`src/rtl/xosera_pkg.sv`:
```
// -----------------------------------------------------------------------------
// xosera_pkg
//   Shared types and helpers for the tile fetch path.
//   - TILE_AW      : tile memory word-address width (fixed address map).
//   - PIX_W        : pixel output width. It is 1 by default and 4 when
//                    TILE_FETCH_ATTR_EN is defined (attribute colour mode).
//   - font_size_t  : 8x8 / 8x16 glyph height.
//   - fetch_state_t: fetch FSM states.
//   - tile_addr()  : character request to tile word address.
// Optional feature macro: TILE_FETCH_ATTR_EN
// -----------------------------------------------------------------------------
package xosera_pkg;

  localparam int TILE_AW = 12;

`ifdef TILE_FETCH_ATTR_EN
  localparam int PIX_W = 4;
`else
  localparam int PIX_W = 1;
`endif

  typedef enum logic {
    FONT_8X8  = 1'b0,
    FONT_8X16 = 1'b1
  } font_size_t;

  typedef enum logic [1:0] {
    ST_IDLE = 2'd0,
    ST_RD   = 2'd1,
    ST_CAP  = 2'd2
  } fetch_state_t;

  // Each word packs two glyph rows, so row[0] never reaches the address.
  // 8x16: 2K-word banks (bank[0] ignored), 8 words per glyph.
  // 8x8 : 1K-word banks, 4 words per glyph (row[3] ignored).
  function automatic logic [TILE_AW-1:0] tile_addr(
    input logic [1:0] bank,
    input logic [7:0] code,
    input logic [3:1] row,
    input font_size_t h16
  );
    if (h16 == FONT_8X16) begin
      return {bank[1], code, row[3:1]};
    end
    return {bank, code, row[2:1]};
  endfunction

endpackage

```
`src/rtl/tile_pix_shift.sv`:
```
// -----------------------------------------------------------------------------
// tile_pix_shift
//   8-pixel shifter with one byte of hold buffering. Pixels leave MSB-first.
//   Ports:
//     clk, reset_ni       clock, asynchronous active-low reset
//     load_i              captured byte is available this cycle
//     load_byte_i[7:0]    captured glyph row byte
//     load_attr_i[7:0]    attribute for that byte (TILE_FETCH_ATTR_EN only)
//     pix_en_i            consume one pixel
//     underflow_clr_i     clear the sticky underflow flag
//     hold_full_o         hold register occupied
//     pix_valid_o         shifter holds at least one pixel
//     pix_o[PIX_W-1:0]    current pixel (bit, or fg/bg colour with attributes)
//     underflow_o         sticky: pixel requested while empty
// Optional feature macro: TILE_FETCH_ATTR_EN
// -----------------------------------------------------------------------------
module tile_pix_shift
  import xosera_pkg::*;
(
  input  logic             clk,
  input  logic             reset_ni,
  input  logic             load_i,
  input  logic [7:0]       load_byte_i,
`ifdef TILE_FETCH_ATTR_EN
  input  logic [7:0]       load_attr_i,
`endif
  input  logic             pix_en_i,
  input  logic             underflow_clr_i,
  output logic             hold_full_o,
  output logic             pix_valid_o,
  output logic [PIX_W-1:0] pix_o,
  output logic             underflow_o
);

  logic [7:0] r_shift;
  logic [3:0] r_count;
  logic [7:0] r_hold;
  logic       r_hold_full;
  logic       r_underflow;
`ifdef TILE_FETCH_ATTR_EN
  logic [7:0] r_shift_attr;
  logic [7:0] r_hold_attr;
`endif

  logic w_consume;
  logic w_last;
  logic w_empty_next;

  assign pix_valid_o  = (r_count != 4'd0);
  assign hold_full_o  = r_hold_full;
  assign underflow_o  = r_underflow;
  assign w_consume    = pix_en_i & pix_valid_o;
  assign w_last       = w_consume & (r_count == 4'd1);
  // Shifter is free for a new byte at the next edge.
  assign w_empty_next = (r_count == 4'd0) | w_last;

  // NOTE: sequential state uses non-blocking (<=) so every register samples
  // pre-edge values; blocking here would create order-dependent races.
  always_ff @(posedge clk or negedge reset_ni) begin
    if (!reset_ni) begin
      r_shift     <= '0;
      r_count     <= '0;
      r_hold      <= '0;
      r_hold_full <= 1'b0;
      r_underflow <= 1'b0;
`ifdef TILE_FETCH_ATTR_EN
      r_shift_attr <= '0;
      r_hold_attr  <= '0;
`endif
    end else begin
      // The fetch side only accepts while hold is empty and keeps one read
      // outstanding, so a capture never coincides with a full hold.
      if (load_i && w_empty_next) begin
        r_shift <= load_byte_i;
        r_count <= 4'd8;
`ifdef TILE_FETCH_ATTR_EN
        r_shift_attr <= load_attr_i;
`endif
      end else if (w_last && r_hold_full) begin
        // Reload on the last pixel so the stream has no bubble.
        r_shift     <= r_hold;
        r_count     <= 4'd8;
        r_hold_full <= 1'b0;
`ifdef TILE_FETCH_ATTR_EN
        r_shift_attr <= r_hold_attr;
`endif
      end else if (w_consume) begin
        r_shift <= {r_shift[6:0], 1'b0};
        r_count <= r_count - 4'd1;
      end

      if (load_i && !w_empty_next) begin
        r_hold      <= load_byte_i;
        r_hold_full <= 1'b1;
`ifdef TILE_FETCH_ATTR_EN
        r_hold_attr <= load_attr_i;
`endif
      end

      // Set has priority over clear.
      if (pix_en_i && !pix_valid_o) begin
        r_underflow <= 1'b1;
      end else if (underflow_clr_i) begin
        r_underflow <= 1'b0;
      end
    end
  end

  // NOTE: default assignment first so no path leaves pix_o unassigned,
  // which would otherwise infer a latch.
  always_comb begin
    pix_o = '0;
    if (pix_valid_o) begin
`ifdef TILE_FETCH_ATTR_EN
      pix_o = r_shift[7] ? r_shift_attr[7:4] : r_shift_attr[3:0];
`else
      pix_o = r_shift[7];
`endif
    end
  end

endmodule

```
`src/rtl/tile_fetch.sv`:
```
// -----------------------------------------------------------------------------
// tile_fetch
//   Read-side client of the tile BRAM. Turns a character request into one
//   tile-word read, picks the glyph-row byte and hands it to the pixel shifter.
//   Parameter:
//     AWIDTH              tile word-address width, must equal TILE_AW (12)
//   Ports:
//     clk, reset_ni       clock (also the BRAM read clock), async active-low reset
//     char_valid_i/_ready_o  request handshake
//     char_code_i[7:0]    glyph index
//     tile_row_i[3:0]     glyph row
//     font_bank_i[1:0]    font bank
//     font_h16_i          1 = 8x16 font, 0 = 8x8 font
//     char_attr_i[7:0]    fg/bg attribute (TILE_FETCH_ATTR_EN only)
//     tm_rd_en_o, tm_rd_addr_o, tm_rd_data_i  BRAM read port (1-cycle latency)
//     pix_en_i            consume one pixel
//     pix_valid_o, pix_o  pixel output
//     underflow_o, underflow_clr_i  sticky underflow flag and its clear
// Optional feature macro: TILE_FETCH_ATTR_EN
// -----------------------------------------------------------------------------
module tile_fetch
  import xosera_pkg::*;
#(
  parameter int AWIDTH = TILE_AW
) (
  input  logic              clk,
  input  logic              reset_ni,
  input  logic              char_valid_i,
  output logic              char_ready_o,
  input  logic [7:0]        char_code_i,
  input  logic [3:0]        tile_row_i,
  input  logic [1:0]        font_bank_i,
  input  logic              font_h16_i,
`ifdef TILE_FETCH_ATTR_EN
  input  logic [7:0]        char_attr_i,
`endif
  output logic              tm_rd_en_o,
  output logic [AWIDTH-1:0] tm_rd_addr_o,
  input  logic [15:0]       tm_rd_data_i,
  input  logic              pix_en_i,
  output logic              pix_valid_o,
  output logic [PIX_W-1:0]  pix_o,
  output logic              underflow_o,
  input  logic              underflow_clr_i
);

  fetch_state_t      r_state;
  logic              r_rd_en;
  logic [AWIDTH-1:0] r_addr;
  logic              r_bsel;
`ifdef TILE_FETCH_ATTR_EN
  logic [7:0]        r_attr;
`endif

  logic       w_hold_full;
  logic       w_accept;
  logic       w_cap;
  logic [7:0] w_cap_byte;

  // Ready only when idle with free hold space, which caps reads in flight at one.
  assign char_ready_o = (r_state == ST_IDLE) & ~w_hold_full;
  assign w_accept     = char_valid_i & char_ready_o;
  assign tm_rd_en_o   = r_rd_en;
  assign tm_rd_addr_o = r_addr;
  assign w_cap        = (r_state == ST_CAP);
  // Even rows live in the high byte.
  assign w_cap_byte   = r_bsel ? tm_rd_data_i[7:0] : tm_rd_data_i[15:8];

  always_ff @(posedge clk or negedge reset_ni) begin
    if (!reset_ni) begin
      r_state <= ST_IDLE;
      r_rd_en <= 1'b0;
      r_addr  <= '0;
      r_bsel  <= 1'b0;
`ifdef TILE_FETCH_ATTR_EN
      r_attr  <= '0;
`endif
    end else begin
      case (r_state)
        ST_IDLE: begin
          if (w_accept) begin
            r_addr  <= AWIDTH'(tile_addr(font_bank_i, char_code_i, tile_row_i[3:1],
                                         font_size_t'(font_h16_i)));
            r_bsel  <= tile_row_i[0];
`ifdef TILE_FETCH_ATTR_EN
            r_attr  <= char_attr_i;
`endif
            r_rd_en <= 1'b1;
            r_state <= ST_RD;
          end
        end
        ST_RD: begin
          // Address stays put after the strobe; only the enable drops.
          r_rd_en <= 1'b0;
          r_state <= ST_CAP;
        end
        ST_CAP: begin
          r_state <= ST_IDLE;
        end
        default: begin
          r_rd_en <= 1'b0;
          r_state <= ST_IDLE;
        end
      endcase
    end
  end

  tile_pix_shift u_shift (
    .clk             (clk),
    .reset_ni        (reset_ni),
    .load_i          (w_cap),
    .load_byte_i     (w_cap_byte),
`ifdef TILE_FETCH_ATTR_EN
    .load_attr_i     (r_attr),
`endif
    .pix_en_i        (pix_en_i),
    .underflow_clr_i (underflow_clr_i),
    .hold_full_o     (w_hold_full),
    .pix_valid_o     (pix_valid_o),
    .pix_o           (pix_o),
    .underflow_o     (underflow_o)
  );

endmodule

```
`config.mk`:
```
export PLATFORM = sky130hd
export DESIGN_NAME = tile_fetch
export DESIGN_NICKNAME = d
export VERILOG_FILES = /design/src/rtl/xosera_pkg.sv /design/src/rtl/tile_pix_shift.sv /design/src/rtl/tile_fetch.sv
export SDC_FILE = /design/constraint.sdc
export NUM_CORES = 1
export LEC_CHECK = 0
export BUFFER_PORTS_ARGS = -buffer_cell sky130_fd_sc_hd__buf_2
export CAP_MARGIN = 20
export CORE_UTILIZATION = 55
export CTS_CLUSTER_SIZE = 8
export DETAILED_ROUTE_END_ITERATION = 6
export GPL_TIMING_DRIVEN = 0
export PLACE_DENSITY = 0.92
export SETUP_SLACK_MARGIN = 0.5
export SYNTH_ARGS = -nofsm -noshare
export SYNTH_HDL_FRONTEND = slang
export SYNTH_SLANG_ARGS = --single-unit
```
`constraint.sdc`:
```
create_clock -name clk -period 4.65 [get_ports clk]
set_input_delay 0.465 -clock clk [delete_from_list [all_inputs] [get_ports clk]]
set_output_delay 0.465 -clock clk [all_outputs]
set_load 0.1 [all_outputs]
```
Word level (Yosys, flattened, before mapping)
Cells that the tools add are included.
- register bits after elaboration: 38
- input bits: 36
- output and inout bits: 17
- word-level logic and storage cells: 59
- $add $sub $neg: 1
- equal/unequal tests: 5
- muxes and demuxes: 22
- bitwise logic cells: 7
- reductions and logical operators: 15
- operators with widths (kind ; count):
    2-to-1 mux 8 bit ; 4
    2-to-1 mux 12 bit ; 2
    2-to-1 mux 4 bit ; 3
    2-to-1 mux 1 bit ; 10
    AND reduction 2 bit ; 3
    bitwise AND 1 bit ; 4
    equality test 4 x 1 -> 1 bit, second input constant ; 1
    logical AND 1 bit ; 4
    logical NOT 4 bit ; 1
    != test 2 bit, second input constant ; 2
    one-hot mux 2 bit (2 select lines) ; 1
    nonzero test 2 bit ; 2
    nonzero test 4 bit ; 1
    subtractor 4 x 1 -> 4 bit, second input constant ; 1
    nonzero test 3 bit ; 1
    equality test 2 x 1 -> 1 bit, second input constant ; 1
    equality test 2 bit, second input constant ; 1
    logical NOT 1 bit ; 2
    logical NOT 2 bit ; 1
    2-to-1 mux 2 bit ; 1
    inverter 1 bit ; 2
    one-hot mux 1 bit (2 select lines) ; 1
    OR 1 bit ; 1

Depth between registers and ports, before layout
Gate-level depths: netlist (run 1).
- word-level depth: 8
- depth in mapped cells: 7
- gate-level depth less buffers: 6

Cells and area by module
From an unflattened synthesis (run 1), not the netlist that was laid out.
- cell total of the unflattened synthesis: 164
- area total of the unflattened synthesis: 1975.6 µm²
- by module, submodules not included (module ; times used ; cells each ; area an instance (µm²)):
    tile_pix_shift ; 1 ; 109 ; 1164.9
    tile_fetch ; 1 ; 55 ; 810.8

Least setup slack after synthesis (run 1)
OpenSTA, ideal clock, no wires.
- path kind: reg2reg
- start: register r_state[0]
- end: register r_addr[0] (netlist: tm_rd_addr_o[0])
- data arrival time: 3.327 ns
- required time: 4.525 ns
- slack: 1.197 ns
- cell stages (with the launch flop): 5
- period minus slack after synthesis: 3.453 ns
- cell sequence: dfrtp_1 nor3_1 and2_1 clkbuf_1 mux2_2
- cells in the longest elaborated chain, start to end: 4
- RTL lines (element ; RTL line ; text):
    start: declaration ; tile_fetch.sv:47 ; fetch_state_t r_state;
    start signal: assignment ; tile_fetch.sv:71 ; r_state <= ST_IDLE;
    start signal: assignment ; tile_fetch.sv:89 ; r_state <= ST_RD;
    start signal: assignment ; tile_fetch.sv:95 ; r_state <= ST_CAP;
    logical NOT 2 bit ; tile_fetch.sv:61 ; assign char_ready_o = (r_state == ST_IDLE) & ~w_hold_full;
    bitwise AND 1 bit ; tile_fetch.sv:61 ;
    net char_ready_o ; tile_fetch.sv:29 ; output logic char_ready_o,
    bitwise AND 1 bit ; tile_fetch.sv:62 ; assign w_accept = char_valid_i & char_ready_o;
    AND reduction 2 bit (no source line) ; - ;
    end signal: assignment ; tile_fetch.sv:82 ; r_addr <= AWIDTH'(tile_addr(font_bank_i, char_code_i, tile_row_i[3:1],
    end: declaration ; tile_fetch.sv:49 ; logic [AWIDTH-1:0] r_addr;
The timed path passes the listed nets, and every way through them passes these cells.
A chain may end at the register's enable or synchronous reset.

Worst setup path after layout (run 1)
- start: register u_shift.r_count[0]
- end: output port pix_o
- cells in the longest elaborated chain, start to end: 2
- RTL lines (element ; RTL line ; text):
    start: declaration ; tile_pix_shift.sv:36 ; logic [3:0] r_count;
    start signal: assignment ; tile_pix_shift.sv:89 ; r_count <= r_count - 4'd1;
    nonzero test 4 bit ; tile_pix_shift.sv:49 ; assign pix_valid_o = (r_count != 4'd0);
    2-to-1 mux 1 bit ; tile_pix_shift.sv:113 ; if (pix_valid_o) begin
    end: declaration ; tile_fetch.sv:42 ; output logic [PIX_W-1:0] pix_o,
No other way between the ends.

==> impl_metrics.toml, run 1 <==
[critical_path]
arrival_ns = 2.09
critical-path-max-stage-delay_ns = 0.44
reg2reg_to = "u_shift.r_hold[3]$_DFFE_PN0P_"
worstReg2RegStart = "u_shift.r_count[0]$_DFFE_PN0P_"
crit_family = "buffers and inverters"
worstRegToRegCells = 6
internal_reg_to_reg_setup_slack_ns = 2.57
crit_chain = "inv_1 -> ha_1 -> or3b_1 -> clkbuf_1 -> and2_1 -> buf_2"
cp_slowest_cell = "sky130_fd_sc_hd__dfrtp_1"
setup_crit_path_kind = "reg -> out"
timing.critical_path.buf_inv = 3
worstSetupEndpointType = "primary output"
timing.critical_path.fanout_max = 6
critPathCapture = "pix_o"
path_depth = 6
worstSetupStartpointType = "flip-flop"
critPathLaunch = "u_shift.r_count[0]$_DFFE_PN0P_"
crit_required_ns = 4.18

[drt]
wl_mm = 3.82
via_count_of_the_routed_design = 1524
avgRoutedWirePerCell_um = 13.7
drc = 0
initialDrtViolationCount = 37
post_drt_via_cell_ratio = 5.48
detail-route-antenna-nets = 0
detailedRoute.firstPassIterationCount = 4

[sta]
period_share = 0.549
worst_slew_pin_slew_ns = 0.812
report.final.setup_viol = 0
finalHoldViolCount = 0
finalWorstPathRequiredPeriod_ns = 2.55
max_slew_violation_total_from_the_final_report = 0
clock_skew_ns = 0.00464
layout_setup_ws_ns = 2.10
finalSetupTns_ns = 0
worst_hold_slack_ns = 0.209
rsz0062_at_grt = "false"
relSlewSlack = 0.459
clock.fmax_mhz = 392

[power]
worst_ir_drop_vdd_uv = 694
combinationalPowerShare = 0.577
power.share.sequential = 0.324
cellInternalPower_uw = 798
switchingPower_uw = 985
pwr_density_cell_nw_per_um2 = 799
p_leak_nw = 1.09
totalPowerFinal_mw = 1.78
p_sw_frac = 0.553
clock_power_share = 0.099

[floorplanning]
die_h_um = 60.2
die_area_sq_um = 3620
coreArea_sq_um = 3130
io_pins = 53
floorplan.die.width_um = 60.2
start_util = 0.595
placementRows = 20

[logic_synthesis]
synth_top_family_by_area = "compound AO/OA/AOI/OAI gates"
synth.area.mux_share = 0.116
synth_warnings = 0
synth_largest_area_cell = "sky130_fd_sc_hd__dfrtp_1"
yosys.cell_count.top_type = "sky130_fd_sc_hd__dfrtp_1"
synth_simple_gate_area_share = 0.120
synth_compound_gate_area_share = 0.186
synthCells = 175
synth_flop_cell = "sky130_fd_sc_hd__dfrtp_1"
synth.area.top_cells = "sky130_fd_sc_hd__dfrtp_1 51%, sky130_fd_sc_hd__mux2i_1 9.1%, sky130_fd_sc_hd__a211oi_2 4.0%"
ys_seq_area_frac = 0.511
synth_edf_count = 0
post_synth_most_frequent_cells = "38 x sky130_fd_sc_hd__dfrtp_1, 17 x sky130_fd_sc_hd__mux2i_1, 14 x sky130_fd_sc_hd__a21oi_1, 14 x sky130_fd_sc_hd__nor2_1, 14 x sky130_fd_sc_hd__o21ai_0"
synthesis.nets = 214
syn_avg_cell_area_sq_um = 10.6
synth.lib_cells_used.distinct = 34
synth_adder_area_share = 0.0202
synth.ff_latch_count = 38
ys_async_sr_fraction = 1.00
yosys.area_share.xor_xnor = 0.0141
yosys.area.top_type_share = 0.511
syn_area_sq_um = 1860

[placement]
dpl-instance-area_sq_um = 2170
port_buffers = 51
detailedPlace.worstSlack_ns = 2.47
gp_routability_congestion = 0.780
dp.final_hpwl_mm = 2.84
placed_instances = 270

[grt]
initial_antenna_violation_count = 0
wire_length_of_the_first_global_routing_pass_mm = 6.60
global_route.usage.total = 0.252
vias_in_the_first_global_route = 1522
grt_max_degree = 39
grt_overflow_total = 0

[clock_tree]
clk_root_buffer_cell = "sky130_fd_sc_hd__clkbuf_4"
cts-htree-levels = 2
postCtsResizedCells = 0
clock_tree_from_tritoncts = "built"
clk_pin_slew_ns = 0.11
tritoncts_num_sinks = 38
clkLatencyLatePin_ns = 0.33
post-cts-setup-buffer-count = 0
ctsHoldBuffers = 0
numCtsBuffers = 5
clock_path_buffers = 2

[layout]
number_of_nets_in_the_final_layout = 272
drive_above_1_share = 0.312
num_antenna_cells = 0
final_core_utilization = 0.714
finalNonFillerCells = 278
summed_area_of_non_filler_cells_in_the_final_layout_sq_um = 2230
area_growth_from_synthesis_to_layout_pct = 19.9

[worst_hold_path]
timing.hold.worst.class = "in -> async"

[outcome]
run_status = "complete, no violations"

[job]
max_cap_violations = 0
final cells by class:
class                           instances  area (sq um)
Buffer                                  9          40.0
Clock buffer                            7          55.1
Clock inverter                          1          5.00
Fill cell                             235           896
Inverter                                6          22.5
Multi-Input combinational cell        122           848
Sequential cell                        38           951
Tap cell                               44          55.1
Timing Repair Buffer                   51           255
logic make-up after synthesis:
group | count (synthesis)
compound gates | 52
fa+ha+maj | 3
xor+xnor | 3
simple gates | 43
buf+inv | 15
mux | 21
flops | 38
worst register-to-register path, stage by stage (launching register included):
cell and delay [ns]:
sky130_fd_sc_hd__dfrtp_1 0.44, sky130_fd_sc_hd__inv_1 0.10, sky130_fd_sc_hd__ha_1 0.23, sky130_fd_sc_hd__a21oi_1 0.10, sky130_fd_sc_hd__o31ai_2 0.51, sky130_fd_sc_hd__clkbuf_1 0.44
sky130_fd_sc_hd__o21ai_0 0.16
registers in the layout, indices dropped and copies added (netlist names):
| register | flops |
|---|---|
| r_bsel | 1 |
| r_state | 2 |
| tm_rd_addr_o | 12 |
| tm_rd_en_o | 1 |
| u_shift.hold_full_o | 1 |
| u_shift.r_count | 4 |
| u_shift.r_hold | 8 |
| u_shift.r_shift | 8 |
| u_shift.underflow_o | 1 |
routing by layer:
layer	track usage	vias up	share of wire	wire (um)
met5	0	-	0	0
met4	0.0831	0	0.011	42
met3	0.0758	6	0.053	201
met2	0.421	58	0.49	1860
met1	0.308	717	0.45	1710
li1	-	743	-	-
worst min path at each step:
stage | start | slack, ns | end
finish | reset_ni | 0.21 | u_shift.r_hold[5]$_DFFE_PN0P_
floorplan | reset_ni | 0.17 | r_bsel$_DFFE_PN0P_
global route | reset_ni | 0.25 | u_shift.r_shift[2]$_DFFE_PN0P_
CTS | reset_ni | 0.23 | u_shift.r_shift[2]$_DFFE_PN0P_
global placement | r_state[1]$_DFFE_PN0P_ | 0.43 | r_state[1]$_DFFE_PN0P_
detailed placement | r_state[1]$_DFFE_PN0P_ | 0.43 | r_state[1]$_DFFE_PN0P_
power groups by stage:
stage | Sequential (mW) | Clock (mW) | Combinational [mW]
floorplan | 0.989 | 0 | 0.432
CTS | 0.578 | 0.180 | 1.03
global route | 0.594 | 0.198 | 1.10
finish | 0.578 | 0.176 | 1.03
global placement | 0.576 | 0 | 1.01
detailed placement | 0.583 | 0 | 1.03
layout by cell type (no fill, tap or decap), drive strengths merged, types with 4 or more instances in the layout:
cell / count
a211oi: 7
a21oi: 14
buf: 55
clkbuf: 12
dfrtp: 38
inv: 6
mux2: 4
mux2i: 17
nand2: 12
nand3: 4
nor2: 15
o21a: 6
o21ai: 14
o22ai: 7
(Power assumes the default switching activity.)
==> inputs of run 2 (changes only) <==
--- a/config.mk
+++ b/config.mk
@@ -7,11 +7,11 @@
 export LEC_CHECK = 0
 export BUFFER_PORTS_ARGS = -buffer_cell sky130_fd_sc_hd__buf_2
 export CAP_MARGIN = 20
-export CORE_UTILIZATION = 55
+export CORE_UTILIZATION = 51
 export CTS_CLUSTER_SIZE = 8
 export DETAILED_ROUTE_END_ITERATION = 6
 export GPL_TIMING_DRIVEN = 0
-export PLACE_DENSITY = 0.92
+export PLACE_DENSITY = 0.86
 export SETUP_SLACK_MARGIN = 0.5
 export SYNTH_ARGS = -nofsm -noshare
 export SYNTH_HDL_FRONTEND = slang
==> constraint.sdc (replaced) <==
create_clock -name clk -period 2.6 [get_ports clk]
set_input_delay 0.26 -clock clk [delete_from_list [all_inputs] [get_ports clk]]
set_output_delay 0.26 -clock clk [all_outputs]
set_load 0.1 [all_outputs]
==> run 2 against run 1 <==
Net effect:
- the flow now finishes with violations (hold timing)
- design area is 6.4% higher
- power is 98% higher
- highest routed layer unchanged
- utilization is 1.8 points lower
- clock skew is 0.0022 ns higher
- critical path type is now reg -> reg
- sequential cell count stayed put
==> impl_metrics.toml, run 2 (synthesis results as in run 1) <==
[layout]
drive_above_1_share = 0.364
number_of_nets_in_the_final_layout = 277
number_of_fill_cells = 285
layout.area.seq_sq_um = 951
final_common_cell = "sky130_fd_sc_hd__buf_2"
mostFrequentLayoutCells = "52 x sky130_fd_sc_hd__buf_2, 38 x sky130_fd_sc_hd__dfrtp_1, 17 x sky130_fd_sc_hd__mux2i_1"
num_antenna_cells = 0
largest_reg_flops = 12
area_growth_from_synthesis_to_layout_pct = 27.6
area_occupied_by_multi_input_gates_sq_um = 875

[floorplanning]
coreArea_sq_um = 3420
start_util = 0.545
placementRows = 21
die_area_sq_um = 3900
die_h_um = 62.4
floorplan.die.width_um = 62.4
io_pins = 53

[critical_path]
reg2reg_to = "u_shift.r_hold[3]$_DFFE_PN0P_"
critPathLaunch = "u_shift.r_count[0]$_DFFE_PN0P_"
internal_reg_to_reg_setup_slack_ns = 0.51
crit_required_ns = 2.82
worstRegToRegCells = 6
critPathCapture = "u_shift.r_hold[3]$_DFFE_PN0P_"
timing.critical_path.fanout_max = 10
worstSetupStartpointType = "flip-flop"
arrival_ns = 2.30
worstReg2RegStart = "u_shift.r_count[0]$_DFFE_PN0P_"
worstSetupEndpointType = "flip-flop"
setup_crit_path_kind = "reg -> reg"

[clock_tree]
clkLatencyLatePin_ns = 0.35
clock_path_buffers = 2
clock_tree_from_tritoncts = "built"
cts-htree-levels = 2
numCtsBuffers = 5
clk_root_buffer_cell = "sky130_fd_sc_hd__clkbuf_4"
clk_pin_slew_ns = 0.12
tritoncts_num_sinks = 38

[power]
switchingPower_mw = 1.81
worst_ir_drop_vdd_uv = 920
combinationalPowerShare = 0.558
totalPowerFinal_mw = 3.53
p_leak_nw = 1.15
clock_power_share = 0.149
power.share.sequential = 0.293
p_sw_frac = 0.513
cellInternalPower_mw = 1.72
pwr_density_cell_nw_per_um2 = 1490

[sta]
worst_slew_pin_slew_ns = 0.816
finalHoldViolCount = 23
finalWorstPathRequiredPeriod_ns = 2.09
finalSetupTns_ns = 0
clock_skew_ns = 0.00687
report.final.setup_viol = 0
rsz0062_at_grt = "true"
clock.fmax_mhz = 479
relSlewSlack = 0.456
period_share = 0.802
worst_hold_slack_ns = -0.00822
max_slew_violation_total_from_the_final_report = 0

[job]
max_cap_violations = 0

[placement]
dp.final_hpwl_mm = 2.86
port_buffers = 51
gp_routability_congestion = 0.830

[drt]
drc = 0
avgRoutedWirePerCell_um = 14.0
via_count_of_the_routed_design = 1576
post_drt_via_cell_ratio = 5.53
wl_mm = 3.99
detail-route-antenna-nets = 0
detailedRoute.firstPassIterationCount = 4
initialDrtViolationCount = 38

[grt]
global_route.usage.total = 0.227
grt_overflow_total = 0
vias_in_the_first_global_route = 1541
grt_max_degree = 39
wire_length_of_the_first_global_routing_pass_mm = 6.84
initial_antenna_violation_count = 0

[worst_hold_path]
timing.hold.worst.class = "in -> async"

[outcome]
run_status = "complete, but fails checks"
violations_in_the_final_reports = "hold timing"
[run 2: changes by cell type in the layout (fill, tap and decap cells not counted), moves of 2 or more]
cell	change
sky130_fd_sc_hd__buf_4	+5
sky130_fd_sc_hd__inv_1	-2
sky130_fd_sc_hd__inv_2	+2
sky130_fd_sc_hd__bufinv_16	+2
sky130_fd_sc_hd__clkbuf_2	+2
sky130_fd_sc_hd__clkbuf_1	-4
[run 2: area by class of cell]
class                   count  share of cell area
clock inverters             2              0.0253
multi-input cells         122               0.368
clock buffers               6              0.0216
inverters                   6             0.00948
well taps                  46              0.0242
repair buffers             56               0.130
flip-flops and latches     38               0.400
plain buffers               9              0.0211
[run 2: per-layer routing]
layer	GRT usage	share of wire	up-vias
li1	-	-	751
met1	0.263	0.43	761
met2	0.387	0.49	60
met3	0.0766	0.068	4
met4	0.0872	0.014	0
met5	0	0	-
[run 2: how the worst min path moves through the flow]
stage	to	slack, ns	cells after the start
floorplan	r_bsel$_DFFE_PN0P_	-0.04	0
CTS	u_shift.r_hold[5]$_DFFE_PN0P_	0.02	1
finish	u_shift.r_hold[5]$_DFFE_PN0P_	-0.008	1
global route	r_bsel$_DFFE_PN0P_	0.04	1
detailed placement	u_shift.r_shift[3]$_DFFE_PN0P_	0.41	1
global placement	u_shift.r_shift[3]$_DFFE_PN0P_	0.40	1
[run 2: what timing repair did]
action	in CTS	in global routing
setup buffers	2	3
endpoints found under the setup margin	3	13
pin swaps	0	1
hold buffers	0	0
resized for setup	7	5
[run 2: metrics by stage]
stage	setup WS, ns	std cells	util	area (sq um)	hold slack, ns
2_1_floorplan	0.554	175	-	1880	-0.0356
5_1_grt	0.349	285	0.695	2370	0.0446
3_3_place_gp	0.575	272	0.642	2190	0.400
4_1_cts	0.501	282	0.686	2340	0.0223
6_report	0.514	285	0.695	2370	-0.00822
3_5_place_dp	0.542	272	0.642	2190	0.414
[run 2: worst max-delay path, stage by stage, from the launching register on]
cell and delay [ns]:
sky130_fd_sc_hd__dfrtp_1 0.39, sky130_fd_sc_hd__buf_4 0.14, sky130_fd_sc_hd__ha_1 0.18, sky130_fd_sc_hd__a21oi_1 0.11, sky130_fd_sc_hd__o31ai_2 0.52, sky130_fd_sc_hd__clkbuf_1 0.44, sky130_fd_sc_hd__o21ai_0 0.17
[run 2: power by group through the flow]
stage | registers, mW | logic, mW | clock network [mW]
after floorplan | 1.78 | 0.788 | 0
after global placement | 1.04 | 1.82 | 0
after detailed placement | 1.04 | 1.86 | 0
after CTS | 1.03 | 1.93 | 0.531
after global routing | 1.07 | 2.09 | 0.560
final | 1.03 | 1.97 | 0.526
==> inputs of run 3 (changes only) <==
==> constraint.sdc (replaced) <==
create_clock -name clk -period 2.03 [get_ports clk]
set_input_delay 0.203 -clock clk [delete_from_list [all_inputs] [get_ports clk]]
set_output_delay 0.203 -clock clk [all_outputs]
set_load 0.1 [all_outputs]
==> run 3 against run 2 <==
Net effect:
- the flow now finishes without violations
- largest power group unchanged
- critical path depth up 2
- clock power about the same
- setup slack worse by 0.48 ns
- clock skew about the same
- highest routed layer unchanged
- global-route usage grew 0.74 points
==> impl_metrics.toml, run 3 (synthesis results as in run 1) <==
[drt]
wl_mm = 4.60
met2RoutedLength_mm = 2.29
met1Wirelength_mm = 1.95
detail-route-antenna-nets = 0
avgRoutedWirePerCell_um = 15.5
top_layer = "met4"
detailedRoute.firstPassIterationCount = 4
drc = 0
initialDrtViolationCount = 48
via_count_of_the_routed_design = 1632
wl_met3_um = 232
post_drt_via_cell_ratio = 5.51

[grt]
wire_length_of_the_first_global_routing_pass_mm = 7.11
initial_antenna_violation_count = 0
vias_in_the_first_global_route = 1608
global_route.usage.total = 0.235
grt_overflow_total = 0
grt_max_degree = 39

[sta]
finalHoldViolCount = 0
relSlewSlack = 0.446
clock_skew_ns = 0.00688
finalWorstPathRequiredPeriod_ns = 2.00
worst_slew_pin_slew_ns = 0.831
clock.fmax_mhz = 500
report.final.setup_viol = 0
period_share = 0.986
finalSetupTns_ns = 0
max_slew_violation_total_from_the_final_report = 0
rsz0062_at_grt = "true"

[power]
pwr_density_cell_nw_per_um2 = 1830
totalPowerFinal_mw = 4.84
p_leak_nw = 1.26
worst_ir_drop_vdd_uv = 1360

[floorplanning]
placementRows = 21
io_pins = 53
start_util = 0.545
floorplan.die.width_um = 62.4
die_area_sq_um = 3900
coreArea_sq_um = 3420
die_h_um = 62.4

[clock_tree]
clk_root_buffer_cell = "sky130_fd_sc_hd__clkbuf_4"
cts-htree-levels = 2
numCtsBuffers = 5
clock_tree_from_tritoncts = "built"
clk_pin_slew_ns = 0.11
clkLatencyLatePin_ns = 0.34
clock_path_buffers = 2
tritoncts_num_sinks = 38

[critical_path]
worstRegToRegCells = 8
cp_slowest_cell = "sky130_fd_sc_hd__or4b_4"
worstSetupStartpointType = "flip-flop"
path_depth = 8
crit_family = "simple AND/OR/NAND/NOR gates"
arrival_ns = 2.23
crit_required_ns = 2.26
crit_chain = "inv_2 -> ha_4 -> buf_4 -> or4b_4 -> buf_8 -> o21a_1 -> a211oi_2 -> o22ai_1"
timing.critical_path.buf_inv = 3
timing.critical_path.fanout_max = 8
worstSetupEndpointType = "flip-flop"
setup_crit_path_kind = "reg -> reg"
critical-path-max-stage-delay_ns = 0.50

[placement]
placed_instances = 272
dp.final_hpwl_mm = 2.75
port_buffers = 51
gp_routability_congestion = 0.807

[layout]
number_of_fill_cells = 232
finalNonFillerCells = 296
final_core_utilization = 0.775
num_antenna_cells = 0
mostFrequentLayoutCells = "50 x sky130_fd_sc_hd__buf_2, 38 x sky130_fd_sc_hd__dfrtp_1, 17 x sky130_fd_sc_hd__mux2i_1"
area_growth_from_synthesis_to_layout_pct = 42.1
drive_above_1_share = 0.488
final_common_cell = "sky130_fd_sc_hd__buf_2"
number_of_nets_in_the_final_layout = 289
largest_reg_flops = 12

[worst_hold_path]
timing.hold.worst.class = "in -> reg"
worstHoldPathCells = 2

[outcome]
run_status = "complete, no violations"

[job]
max_cap_violations = 0
run 3: cell count changes in the layout (fill, tap and decap cells not counted), sizes merged:
| cell | previous run | this run |
|---|---|---|
| buf | 61 | 72 |
| bufinv | 2 | 1 |
| dlygate4sd3 | 0 | 1 |
run 3: timing repair:
action	in CTS	in global routing
setup buffers	10	5
pin swaps	8	6
hold buffers	1	0
endpoints found under the setup margin	24	24
cloned	0	1
hold endpoints to repair	38	0
gates resized for setup	24	29
run 3: final timing paths:
kind | startpoint | end | slack (ns)
max reg2reg | u_shift.r_count[0]$_DFFE_PN0P_ | u_shift.r_shift[1]$_DFFE_PN0P_ | 0.03
max | u_shift.r_count[0]$_DFFE_PN0P_ | u_shift.r_shift[1]$_DFFE_PN0P_ | 0.03
min reg2reg | r_state[1]$_DFFE_PN0P_ | r_state[1]$_DFFE_PN0P_ | 0.49
min | underflow_clr_i | u_shift.underflow_o$_DFFE_PN0P_ | 0.05
max in group asynchronous | reset_ni | tm_rd_addr_o[8]$_DFFE_PN0P_ | 1.03
min in group asynchronous | reset_ni | u_shift.r_hold[6]$_DFFE_PN0P_ | 0.49
run 3: cell type report:
cell class	instances	area, sq um	area share
sequential	38	951	0.359
timing repair buffer	68	418	0.158
multi-input combinational	122	1030	0.388
buffer	9	90.1	0.0340
clock buffer	6	51.3	0.0194
tap	46	57.6	0.0217
inverter	6	22.5	0.00851
clock inverter	1	30.0	0.0113
run 3: report_power, final:
part	leakage, nW	total [mW]	switching [mW]	internal, mW
registers	0.450	1.36	0.264	1.10
logic	0.763	2.94	2.00	0.943
clock network	0.0443	0.529	0.243	0.287
run 3: routing by layer:
layer / track usage / vias up
met5: 0 / -
met4: 0.116 / 0
met2: 0.402 / 59
met1: 0.278 / 787
met3: 0.0493 / 12
li1: - / 774
run 3: stage by stage:
stage               setup WS, ns  area (sq um)  hold WS [ns]
global route             -0.0140          2650        0.0492
finish                    0.0290          2650        0.0487
floorplan                0.00360          1950       -0.0926
detailed placement         0.104          2260         0.356
CTS                       0.0538          2520        0.0353
global placement           0.156          2260         0.348
